## config.mk

```make
export PLATFORM = sky130hd
export DESIGN_NAME = count_seq_ctrl
export DESIGN_NICKNAME = d
export VERILOG_FILES = /design/src/rtl/count_seq_ctrl.sv
export SDC_FILE = /design/constraint.sdc
export NUM_CORES = 1
export LEC_CHECK = 0
export CORE_MARGIN = 3
export CORE_UTILIZATION = 52
export DETAILED_ROUTE_END_ITERATION = 10
export PLACE_DENSITY = 0.87
export SETUP_SLACK_MARGIN = 0.05
export SYNTH_ARGS = -nofsm -noshare
export SYNTH_HDL_FRONTEND = slang
export SYNTH_SLANG_ARGS = --single-unit
export TNS_END_PERCENT = 100
```

## constraint.sdc

```tcl
create_clock -name clk -period 2.85 [get_ports clk]
set_input_delay 0.855 -clock clk [delete_from_list [all_inputs] [get_ports clk]]
set_output_delay 0.855 -clock clk [all_outputs]
set_load 0.02 [all_outputs]
```

## src/rtl/count_seq_ctrl.sv

```systemverilog
// Start/stop/pause sequencer for an up/down count register with one-shot and auto-reload modes.
// Optional step prescaler enabled by defining COUNT_SEQ_PRESCALE_EN.
module count_seq_ctrl #(
  parameter int WIDTH    = 4,
  parameter int PRESCALE = 4
) (
  input  logic             clk,
  input  logic             reset,
  input  logic             start,
  input  logic             stop,
  input  logic             pause,
  input  logic             auto_reload,
  input  logic             dir_up,
  input  logic [WIDTH-1:0] load_val,
  output logic [WIDTH-1:0] count,
  output logic             busy,
  output logic             paused,
  output logic             tc_pulse,
  output logic             done
);

  localparam logic [0:0] ST_IDLE = 1'b0;
  localparam logic [0:0] ST_RUN  = 1'b1;

  logic [0:0]       state;
  logic [WIDTH-1:0] limit;
  logic             dir;
  logic             mode;
  logic             step;
  logic             at_term;

  assign busy    = (state == ST_RUN);
  assign paused  = busy & pause;
  assign at_term = dir ? (count == limit) : (count == '0);

`ifdef COUNT_SEQ_PRESCALE_EN
  localparam int PS_W = (PRESCALE > 1) ? $clog2(PRESCALE) : 1;
  localparam logic [PS_W-1:0] PS_LAST = PS_W'(PRESCALE - 1);

  logic [PS_W-1:0] ps;

  // Prescaler restarts with every run so the first step is a full period after start.
  always_ff @(posedge clk) begin
    if (reset) begin
      ps <= '0;
    end else if (state == ST_IDLE) begin
      if (start && !stop) ps <= '0;
    end else if (!stop && !pause) begin
      ps <= (ps == PS_LAST) ? '0 : ps + 1'b1;
    end
  end

  assign step = (ps == PS_LAST);
`else
  assign step = 1'b1;
`endif

  always_ff @(posedge clk) begin
    if (reset) begin
      state    <= ST_IDLE;
      count    <= '0;
      limit    <= '0;
      dir      <= 1'b0;
      mode     <= 1'b0;
      tc_pulse <= 1'b0;
      done     <= 1'b0;
    end else begin
      tc_pulse <= 1'b0;
      done     <= 1'b0;
      case (state)
        ST_IDLE: begin
          if (start && !stop) begin
            limit <= load_val;
            dir   <= dir_up;
            mode  <= auto_reload;
            count <= dir_up ? '0 : load_val;
            state <= ST_RUN;
          end
        end
        ST_RUN: begin
          if (stop) begin
            state <= ST_IDLE;
          end else if (!pause && step) begin
            if (at_term) begin
              tc_pulse <= 1'b1;
              if (mode) begin
                count <= dir ? '0 : limit;
              end else begin
                state <= ST_IDLE;
                done  <= 1'b1;
              end
            end else begin
              count <= dir ? count + 1'b1 : count - 1'b1;
            end
          end
        end
        default: state <= ST_IDLE;
      endcase
    end
  end

endmodule

```

After elaboration in Yosys (flattened, before gate mapping)
Cells that the tools add are included.

Flip-flop bits (word level): 13. Bits of input ports: 11. Output and inout bits: 8. Logic and storage cells: 42.

Add/subtract/negate cells: 2. Equality and inequality tests: 5. Multiplexer cells: 18. Bitwise gates (word level): 3. Reduce and logical (&&, ||, !) cells: 7.

Operator list (count): 4-bit two-way mux (8); 1-bit two-way mux (8); 4-bit one-hot mux with 2 select lines (1); 2-bit inequality test, second input constant (3); 5-bit OR reduction (1); 4-bit by 1-bit adder with 4-bit output, second input constant (1); 4-bit == test (1); 4-bit zero test (1); 4-bit AND reduction (1); 4-bit OR reduction (1); 4-bit by 1-bit subtractor with 4-bit output, second input constant (1); 3-bit inequality test, second input constant (1); 1-bit NOT (2); 1-bit one-hot mux with 2 select lines (1); 2-bit AND reduction (1); 1-bit AND (1); 1-bit logical AND (1); 1-bit zero test (1).

Depth between registers and ports, before layout
Word-level depth: 6. Depth in mapped cells: 7.

Worst setup path before layout
Ideal clock, no wire load.

Path type: input to output. Start: input pause. End: output paused. Arrival time: 1.130 ns. Data required time: 1.995 ns. Slack: 0.865 ns. Stages: 1. Path buffers: 0. Cell sequence: and2_1.

Longest elaborated chain between the ends: 1.

RTL lines: start: declaration (line 11) `input logic pause,`; 1-bit AND (line 33) `assign paused = busy & pause;`; end: declaration (line 17) `output logic paused,`.

No other way between the ends.

Final worst setup path
Same ends and word-level chain as after synthesis.

==> out/results.ini <==
[sta]
hold_viol_final=0
period_minus_slack_ns=2.66
fin_ws_ns=0.192
finalSetupViolations=0
finClkSkew_ns=0.00726
min_period_over_period_pct=93.2
worstMarginPinSlew_ns=0.442
max_freq_mhz=376
timing.hold.ws_ns=0.482
maxSlewViolCount=0
rsz0062_at_grt=no
slew_headroom_pct=70.5

[cells_and_area]
diodes=0
fill_cells=102
final_cell_area_mm2=0.00106
syn_to_final_growth_pct=28.4
final_cell_mix=clkdlybuf4s50_1 (17), dfxtp_1 (13), nor2_1 (10)
final_common_cell=clkdlybuf4s50_1
instances_no_fill=122
nNetsFinal=122
drive_gt1_share_pct=16.8

[grt]
grt_overflow_total=0
grt_start_max_net_pins=12
grt_pass1_vias=736
antenna_found_initial=0
track_usage_pct=20.2
grt_pass1_wl_mm=3.08

[drt]
drc_errors=0
dr.pass1.iters=4
drtAntennaViolNets=0
avgViaCountPerCell=6.09
drt-total-wl_mm=1.88
post_drt_wl_per_cell_um=15.4
num_vias=743
drt-initial-drc-count=22

[critical_path]
worstPathCellList=clkdlybuf4s50_1, and2_1, dlygate4sd2_1
cp-start-kind=primary input
required_ns=2.00
ff2ff_path_depth=7
cp_max_fo=2
worstReg2RegStart=dir
cpMaxStageDelayCell=clkdlybuf4s50_1
rr_endpoint=count[3]
worstSetupStartpoint=pause
reg2reg_slack_ns=1.00
arrival_ns=1.80
criticalPathCategory=in2out
setup.worst_path.end=paused
crit_path_max_incr_delay_ns=0.47
cp-end-kind=primary output

[job]
max_cap_viol_count=0

[pwr]
swShare_pct=34.5
total_power_mw=0.500
ir_drop_mv=0.289
p_clk_share_pct=23.7
switchingPower_mw=0.173
powerDensity_mw_per_mm2=470
power_frac_seq_pct=41.9
pwr-share-comb_pct=34.3
leakage_nw=0.393
p_int_mw=0.328

[logic_synthesis]
synth_seq_cells=13
syn-num-nets=98
synthCells=84
ys_warn_count=0
async_flop_share_pct=0
synth-edff-count=0
synthFlopType=dfxtp_1
yosysSeqAreaShare_pct=31.4
synth_area_um2=828
synth_area_per_cell_um2=9.86
ys_types=37

[clock_tree]
cts_root_buffer=clkbuf_4
cts_sinks=13
cts_tree=yes
cts_hold_buffers=0
h-tree-depth=1
clkTransAtPathRegs_ns=0.08
cts_made_buffers=3
clock_latency_ns=0.28
cts.path.max_buffers=2

[placed_design]
hpwl_mm=1.46
dp_slack_ns=-0.0857
dp_cells=118
gp_congestion=0.851
placed_area_mm2=0.00104
portBuffers=18

[floorplan]
start_util_pct=59.2
io_pins=19
core_region_area_mm2=0.00140
die_x_um=45.9
fp.dieH_um=45.9
die_area_mm2=0.00211
std_cell_rows=13

[hold_path]
hold_class=reg2reg

[run_status]
outcome=finished clean

## synthesized netlist by cell type (2+ instances only)
library cell,n,area share (%)
a211oi_2,2,3.0
xor2_1,3,3.2
mux2i_1,4,4.8
nand3_1,2,1.2
a21oi_1,9,5.4
xnor2_1,4,4.2
and3_1,2,1.5
dfxtp_1,13,31
nor4_1,2,1.5
nor2_1,10,4.5
a311oi_1,2,2.1
ha_1,2,3.0
inv_1,5,2.3
## kinds of logic after synthesis
kind of cell,Yosys count,share of synthesized area (%)
and+or+nand+nor,27,22.4
AOI/OAI and AO/OA,22,24.0
DFF,13,31.4
buffers and inverters,8,4.53
xor gates and xnor gates,7,7.40
muxes,4,4.83
adders and majority gates,3,5.44
## power by group through the flow
stage / sequential, mW / combinational, mW / clock, mW
5_1_grt: 0.212 / 0.184 / 0.132
6_report: 0.210 / 0.172 / 0.119
3_3_place_gp: 0.213 / 0.165 / 0
3_5_place_dp: 0.214 / 0.170 / 0
2_1_floorplan: 0.217 / 0.114 / 0
4_1_cts: 0.210 / 0.171 / 0.120
## stage by stage
step	TNS [ns]	utilization [%]
CTS	0	76.0
floorplan	0	-
global placement	-0.0677	74.2
detailed placement	-0.0857	74.2
global route	0	76.0
finish	0	76.0
## layer usage
metal  up-vias  global-route usage [%]  routed length, µm
met4         0                    11.4                 24
met5         -                       0                  0
met2        25                    34.3                912
met3         4                    2.37                 96
met1       357                    23.9                847
li1        357                       -                  -
## area by class of cell
class	count	area, µm²	area share (%)
flip-flops and latches	13	260	24.5
clock buffers	4	26.3	2.47
inverters	5	18.8	1.76
repair buffers	22	209	19.6
multi-input cells	63	531	49.9
well taps	15	18.8	1.76
## critical path: cells and delay by family
family	cells	cell delay [ns]
AND/OR/NAND/NOR	1	0.14
buffers and inverters	2	0.81
## flip-flops by register name (all words and copies together) (netlist names)
| register | flops |
|---|---|
| limit | 4 |
| mode | 1 |
| tc_pulse | 1 |
| count | 4 |
| dir | 1 |
| busy | 1 |
| done | 1 |
## repair_timing
| item | in CTS | in global routing |
|---|---|---|
| resized for setup | 1 | 0 |
| setup buffers | 0 | 0 |
| endpoints found under the setup margin | 1 | 0 |
## worst min path at each step
stage / from / to / depth (start not counted) / slack, ns
2_1_floorplan: mode / done / 1 / 0.43
3_3_place_gp: mode / done / 1 / 0.46
3_5_place_dp: mode / done / 1 / 0.47
4_1_cts: mode / done / 1 / 0.49
5_1_grt: mode / done / 1 / 0.54
6_report: mode / done / 1 / 0.48
(Power assumes the default switching activity.)
